`src/rtl/regfile_pkg.sv`:
```
// Shared types and constants for the 32x32 register file write path.
package regfile_pkg;

    localparam int REGFILE_AW    = 5;
    localparam int REGFILE_DW    = 32;
    localparam int REGFILE_NREGS = 32;

    localparam logic [REGFILE_AW-1:0] ZERO_REG = '0;

    typedef struct packed {
        logic [REGFILE_AW-1:0] addr;
        logic [REGFILE_DW-1:0] data;
    } wr_req_t;

endpackage

```
`src/rtl/regfile_wr_fifo.sv`:
```
// In-order write-request queue. Entries are exposed oldest-first (ent[0] is the head)
// together with a per-slot valid mask, so the owner can search them by age.
module regfile_wr_fifo
    import regfile_pkg::*;
#(
    parameter int DEPTH = 4,
    parameter int PW    = $clog2(DEPTH),
    parameter int CW    = $clog2(DEPTH + 1)
) (
    input  logic                  clk,
    input  logic                  reset,
    input  logic                  push,
    input  wr_req_t               push_req,
    input  logic                  pop,
    output logic                  full,
    output logic                  empty,
    output logic [CW-1:0]         count,
    output wr_req_t [DEPTH-1:0]   ent,
    output logic [DEPTH-1:0]      ent_vld
);

    wr_req_t [DEPTH-1:0] mem_q, mem_d;
    logic [PW-1:0]       wr_ptr_q, wr_ptr_d;
    logic [PW-1:0]       rd_ptr_q, rd_ptr_d;
    logic [CW-1:0]       count_q, count_d;

    always_comb begin
        mem_d    = mem_q;
        wr_ptr_d = wr_ptr_q;
        rd_ptr_d = rd_ptr_q;
        count_d  = count_q;
        if (push) begin
            mem_d[wr_ptr_q] = push_req;
            wr_ptr_d        = wr_ptr_q + 1'b1;
        end
        if (pop) rd_ptr_d = rd_ptr_q + 1'b1;
        case ({push, pop})
            2'b10:   count_d = count_q + 1'b1;
            2'b01:   count_d = count_q - 1'b1;
            default: count_d = count_q;
        endcase
    end

    always_ff @(posedge clk) begin
        if (reset) begin
            mem_q    <= '0;
            wr_ptr_q <= '0;
            rd_ptr_q <= '0;
            count_q  <= '0;
        end else begin
            mem_q    <= mem_d;
            wr_ptr_q <= wr_ptr_d;
            rd_ptr_q <= rd_ptr_d;
            count_q  <= count_d;
        end
    end

    // Rotate storage into age order; pointers wrap naturally at PW bits.
    always_comb begin
        ent     = '0;
        ent_vld = '0;
        for (int i = 0; i < DEPTH; i++) begin
            ent[i]     = mem_q[rd_ptr_q + PW'(i)];
            ent_vld[i] = CW'(i) < count_q;
        end
    end

    assign full  = (count_q == CW'(DEPTH));
    assign empty = (count_q == '0);
    assign count = count_q;

endmodule

```
`src/rtl/regfile_write_port.sv`:
```
// Write-side front end of the register file: queues write-backs, drains one per cycle
// as one-hot enables, and flags pending writes to the read side.
// Optional macro REGFILE_WRITE_PORT_BYPASS_EN: per-address hit/forwarding instead of
// a conservative "anything pending" stall.
module regfile_write_port
    import regfile_pkg::*;
#(
    parameter int DEPTH = 4,
    parameter int AW    = REGFILE_AW,
    parameter int DW    = REGFILE_DW,
    parameter int CW    = $clog2(DEPTH + 1)
) (
    input  logic               clk,
    input  logic               reset,
    input  logic               wr_valid,
    output logic               wr_ready,
    input  logic [AW-1:0]      wr_addr,
    input  logic [DW-1:0]      wr_data,
    input  logic               hold,
    output logic [2**AW-1:0]   we_onehot,
    output logic [DW-1:0]      we_data,
    output logic [CW-1:0]      pending,
    input  logic [AW-1:0]      rd_addr,
    output logic               rd_hit,
    output logic [DW-1:0]      rd_fwd_data
);

    wr_req_t [DEPTH-1:0] ent;
    logic [DEPTH-1:0]    ent_vld;
    logic                full, empty, push, pop;
    wr_req_t             push_req, head;

    logic [2**AW-1:0]    we_onehot_q, we_onehot_d;
    logic [DW-1:0]       we_data_q, we_data_d;

    // Writes to register 0 are acknowledged but never queued.
    assign wr_ready = !full;
    assign push     = wr_valid && wr_ready && (wr_addr != ZERO_REG);
    assign pop      = !hold && !empty;
    assign push_req = '{addr: wr_addr, data: wr_data};
    assign head     = ent[0];

    regfile_wr_fifo #(.DEPTH(DEPTH)) u_fifo (
        .clk      (clk),
        .reset    (reset),
        .push     (push),
        .push_req (push_req),
        .pop      (pop),
        .full     (full),
        .empty    (empty),
        .count    (pending),
        .ent      (ent),
        .ent_vld  (ent_vld)
    );

    always_comb begin
        we_onehot_d = '0;
        we_data_d   = we_data_q;
        if (pop) begin
            we_onehot_d[head.addr] = 1'b1;
            we_data_d              = head.data;
        end
    end

    always_ff @(posedge clk) begin
        if (reset) begin
            we_onehot_q <= '0;
            we_data_q   <= '0;
        end else begin
            we_onehot_q <= we_onehot_d;
            we_data_q   <= we_data_d;
        end
    end

    assign we_onehot = we_onehot_q;
    assign we_data   = we_data_q;

`ifdef REGFILE_WRITE_PORT_BYPASS_EN
    logic          rd_hit_c;
    logic [DW-1:0] rd_fwd_c;

    // Oldest source first so later (younger) matches override earlier ones.
    always_comb begin
        rd_hit_c = 1'b0;
        rd_fwd_c = '0;
        if (rd_addr != ZERO_REG) begin
            if (we_onehot_q[rd_addr]) begin
                rd_hit_c = 1'b1;
                rd_fwd_c = we_data_q;
            end
            for (int i = 0; i < DEPTH; i++) begin
                if (ent_vld[i] && ent[i].addr == rd_addr) begin
                    rd_hit_c = 1'b1;
                    rd_fwd_c = ent[i].data;
                end
            end
        end
    end

    assign rd_hit      = rd_hit_c;
    assign rd_fwd_data = rd_fwd_c;
`else
    logic bypass_unused;
    assign bypass_unused = ^{rd_addr, ent, ent_vld};
    assign rd_hit        = !empty || (|we_onehot_q);
    assign rd_fwd_data   = '0;
`endif

endmodule

```
`config.mk`:
```
export PLATFORM = sky130hd
export DESIGN_NAME = regfile_write_port
export DESIGN_NICKNAME = d
export VERILOG_FILES = /design/src/rtl/regfile_pkg.sv /design/src/rtl/regfile_wr_fifo.sv /design/src/rtl/regfile_write_port.sv
export SDC_FILE = /design/constraint.sdc
export NUM_CORES = 1
export LEC_CHECK = 0
export CAP_MARGIN = 0
export CORE_ASPECT_RATIO = 2
export CORE_MARGIN = 3
export CORE_UTILIZATION = 40
export CTS_CLUSTER_SIZE = 28
export DETAILED_ROUTE_END_ITERATION = 8
export PLACE_DENSITY_LB_ADDON = 0.1
export SLEW_MARGIN = 25
export SYNTH_ARGS = -nofsm -noshare
export SYNTH_HDL_FRONTEND = slang
export SYNTH_HIERARCHICAL = 1
export SYNTH_SLANG_ARGS = --single-unit
```
`constraint.sdc`:
```
create_clock -name clk -period 4.7 [get_ports clk]
set_input_delay 1.41 -clock clk [delete_from_list [all_inputs] [get_ports clk]]
set_output_delay 1.41 -clock clk [all_outputs]
set_load 0.01 [all_outputs]
```
**Yosys cells after proc, flatten, opt, wreduce, memory -nomap -nowiden**

Cells that the tools add are included.
W data, S select, Z words.

- Input port bits: 46
- Logic and storage cells: 48
- Output and inout port bits: 101
- Register bits after elaboration: 219

- Add/subtract/negate cells: 4
- Magnitude comparators: 5
- Mux-type cells: 8
- Bitwise logic cells: 1
- Eq/ne operators: 3
- Reductions and logical operators: 14

Operators with widths:

| cell | number |
|---|---|
| $bwmux W148 | 1 |
| $bmux W37 S2 | 1 |
| $demux W37 S2 | 1 |
| $mux W37 | 2 |
| $reduce_or A32 Y1 | 1 |
| $lt A2 B3 Y1 const B | 2 |
| $lt A5 B6 Y1 const B | 1 |
| $pmux W3 S2 | 1 |
| $demux W1 S5 | 1 |
| $ge A5 B1 Y1 const B | 1 |
| $logic_and A1 B1 Y1 | 5 |
| $reduce_bool A5 Y1 | 1 |
| $add A2 B1 Y2 const B | 2 |
| $add A3 B1 Y3 const B | 1 |
| $eq A3 B3 Y1 const B | 1 |
| $logic_not A1 Y1 | 3 |
| $logic_not A3 Y1 | 1 |
| $sub A3 B1 Y3 const B | 1 |
| $eq A2 B1 Y1 const B | 1 |
| $eq A2 B2 Y1 const B | 1 |
| $ge A2 B1 Y1 const B | 1 |
| $reduce_bool A2 Y1 | 1 |
| $reduce_or A2 Y1 | 1 |
| $logic_or A1 B1 Y1 | 1 |
| other kinds (2) | 2 |

**Depth between registers and ports, before layout**

- Word-level depth: 6
- Mapped depth: 11
- Depth with buffers taken out: 10

**By module**

The synthesis kept the hierarchy.

By module, submodules not included:

| module | sequential area each (um^2) | cells an instance | times used | area each (um^2) |
|---|---|---|---|---|
| regfile_wr_fifo | 3,103.0 | 874 | 1 | 9,160.0 |
| regfile_write_port | 1,281.2 | 269 | 1 | 2,338.5 |

**Worst setup path after synthesis**

OpenSTA, ideal clock, no wires.

- Path type: input to register
- From: input port wr_addr[1]
- To: register u_fifo.count_q[2], in the netlist u_fifo/count[2]
- Required time: 4,630 ps
- Arrival time: 3,002 ps
- Cell stages on the path: 7
- Buffers on the path: 1
- Path slack: 1,628 ps
- Setup time: 70 ps
- Cells stage by stage: or3_1 o311a_1 buf_4 inv_1 ha_1 or3_1 a21oi_1

- Longest elaborated chain between the ends: 4
- Elaborated cells between the ends (all ways): 6
- Classes of those cells: eq/ne: 2; mux: 1; reduce/logical: 3

RTL lines:

| item | RTL line | text |
|---|---|---|
| start: declaration | regfile_write_port.sv:17 | `input logic [AW-1:0] wr_addr,` |
| $reduce_bool A5 Y1 (*) | regfile_write_port.sv:38 | `assign push = wr_valid && wr_ready && (wr_addr != ZERO_REG);` |
| $logic_and A1 B1 Y1 (*) | regfile_write_port.sv:38 |  |
| via push | regfile_write_port.sv:30 | `logic full, empty, push, pop;` |
| $eq A2 B1 Y1 or $eq A2 B2 Y1 (tied branches) | regfile_wr_fifo.sv:37 | `case ({push, pop})` |
| $pmux W3 S2 or $reduce_bool A2 Y1 (tied branches) | n/a |  |
| end signal: assignment | regfile_wr_fifo.sv:54 | `count_q <= count_d;` |
| end: declaration | regfile_wr_fifo.sv:25 | `logic [CW-1:0] count_q, count_d;` |

Mark *: on every way through the listed nets, which the timed path passes. The rest lies on a longest branch.
A chain may end at the register's enable or synchronous reset.

**Final worst setup path**

- From: register u_fifo.count_q[0], in the netlist u_fifo/count[0]
- To: output port rd_hit

- Longest elaborated chain between the ends: 3

RTL lines:

| item | RTL line | text |
|---|---|---|
| $logic_not A3 Y1 | regfile_wr_fifo.sv:69 | `assign empty = (count_q == '0);` |
| via empty | regfile_write_port.sv:30 |  |
| $logic_not A1 Y1 | regfile_write_port.sv:105 | `assign rd_hit = !empty \|\| (\|we_onehot_q);` |
| $logic_or A1 B1 Y1 | regfile_write_port.sv:105 |  |
| end: declaration | regfile_write_port.sv:24 | `output logic rd_hit,` |

The timed path passes the listed nets, and every way through them passes these cells.

==> impl_results.md <==
- Via Count: ~7000
- Fraction of layout cells with a size suffix above 1: 0.08540
- Die height: 215.8 um
- Hold Slack: 451.5 ps
- RSZ-0062 raised after global routing: no
- Reg2Reg Setup Slack: approximately 2100 ps
- CTS tree: built
- Die area: roughly 24000 um^2
- Antenna-violating nets left: 0
- Layout area overhead: 18.34%
- VDD IR max: roughly 280 uV
- Filler cell count: about 2100
- Drt first-iter violations: 297
- Die width: 110.9 um
- Tightest Pin Transition: a little under 700 ps
- Final wirelength: 22770 um
- Cells after synthesis: just over 1000
- CP Class: register to output port
- CTS Buffer Depth: 3
- Crit start category: register
- Minimum clock period: ~4100 ps
- Clk slew on worst S/H paths: 60 ps
- Area of the core: 21590 um^2
- Worst min-delay path class: register to register
- Pwr/cell area: about 440 nW/um^2
- Count of final setup violators: 0
- Area occupied by multi-input gates: between 3000 and 4000 um^2
- Hold-fix buffer count after cts: 0
- WP data required: 3290 ps
- CTS Buf Count: 21
- Yosys warning count: 6
- Initial antenna violation count: 0
- Port Buf Inserts: about 110
- Total global-route track usage: 0.1843
- Syn Area/Cell: slightly below 9 um^2
- Slew headroom: 0.5360
- Worst reg2reg endpoint: u_fifo/mem_q[114]
- Clk Tree Root Cell: clkbuf_16
- Final period utilization: 0.8629
- CP endpoint kind: output port
- FF-to-FF path depth: 9
- Final Hold Violating Endpoints: 0
- Crit Reg-Reg Startpoint: u_fifo/count[0]
- Vias/cell: 5.012
- CP Data Arrival Time: between 2000 and 3000 ps
- Vias in the first global route: between 6000 and 7000
- Hold EP: u_fifo/mem_q[89]
- First-pass GRT wire length: roughly 35000 um
- Drt drc: 0
- Leakage power: about 3.5 nW
- Placed cell count: 1330
- Worst hold stages: 2
- Max Cap Violations: 0
- Worst-path maximum fanout: 4
- Fin util: 0.4828
- Average wire per standard cell: around 17 um
- Non-filler cells, final: between 1000 and 1500
- Sink Count: roughly 220
- Outcome: finished, final reports clean
- Fin nets: between 1000 and 1500
- Resized cells post-CTS: 0
- Mapped cell area: approximately 8800 um^2
- Max-slew violations: 0
- Final GP Congestion: 0.7241
- DRT Pass-1 Iters: 5
- Postcts setup bufs: 0
- H-Tree Depth: 1
- Initial Utilization: 0.4080
- Rows: 76
- Hpwl dp: ~14000 um
- GRT overflow: 0
- Clock latency on the worst-skew pair: ~490 ps
- Largest net degree at the start of global routing: slightly above 100
- Final setup TNS: 0 ps
- Ports: approximately 150
- Storage cell area: ~4400 um^2
- Min-delay src: u_fifo/mem_q[89]
- Fin Clk Skew: ~6.1 ps
- Peak Freq: ~250 MHz
- Total inserted antenna cells: 0
report_power, final:
part,leakage (nW),internal (W),switching (W)
logic,1.48,0.000405,0.000567
clock network,0.287,0.000849,0.000659
registers,1.78,0.00198,0.000104
total,3.54,0.00323,0.00133
worst max path at each step:
| stage | startpoint | end | slack [ps] | depth (start not counted) |
|---|---|---|---|---|
| floorplan | wr_addr[1] | u_fifo/count[2] | 1630 | 7 |
| global placement | wr_addr[1] | u_fifo/mem_q[114] | 750 | 7 |
| detailed placement | wr_addr[1] | u_fifo/mem_q[114] | 750 | 7 |
| CTS | u_fifo/count[0] | rd_hit | 580 | 7 |
| global route | u_fifo/count[0] | rd_hit | 460 | 7 |
| finish | u_fifo/count[0] | rd_hit | 640 | 7 |
layout make-up:
| type | instances | area share |
|---|---|---|
| multi-input combinational | 707 | 0.3652 |
| clock buffer | 31 | 0.05595 |
| timing repair buffer | 124 | 0.1216 |
| tap | 273 | 0.03278 |
| inverter | 7 | 0.003002 |
| clock inverter | 1 | 0.0004803 |
| sequential | 219 | 0.4209 |
worst max-delay path, stage by stage, from the launching register on:
cell	delay (ps)
dfxtp_1	350
inv_1	90
ha_1	150
nor2b_1	270
nor4b_1	280
nand4_1	160
or3_1	380
clkdlybuf4s50_1	480
layout by cell type, fill, tap and decap left out, types with 3 or more instances in the layout:
cell	count
a21oi_1	181
and2_2	4
buf_12	5
buf_4	10
clkbuf_1	8
clkbuf_16	21
clkdlybuf4s50_1	108
conb_1	32
dfxtp_1	217
ha_1	8
inv_1	6
mux4_2	37
nand2_1	363
nand2_2	4
nand3b_1	3
nor2_1	40
nor4_1	7
or3_1	5
xor2_1	3
per-stage QoR:
stage / total power, W / cell area (um^2) / setup WS, ps
after floorplan: 0.002856 / 8922 / 1628
after global placement: 0.003112 / 9833 / 749.5
after detailed placement: 0.003118 / 9833 / 750.2
after CTS: 0.004636 / 10420 / 584.9
after global routing: 0.004791 / 10420 / 462.6
final: 0.004561 / 10420 / 644.3
sequential cells by signal (all words and copies together), names as in the netlist:
register,flops
u_fifo/count,3
u_fifo/mem_q,148
u_fifo/rd_ptr_q,2
u_fifo/wr_ptr_q,2
we_data,32
we_onehot,32
metal layers:
| layer | GRT usage | wire length [um] | up-vias |
|---|---|---|---|
| li1 | - | - | 3399 |
| met1 | 0.2115 | 8951 | 3252 |
| met2 | 0.3577 | 12610 | 151 |
| met3 | 0.01852 | 782 | 25 |
| met4 | 0.04973 | 422 | 0 |
| met5 | 0 | 0 | - |
Note: power is estimated with default switching activity, not from simulation.
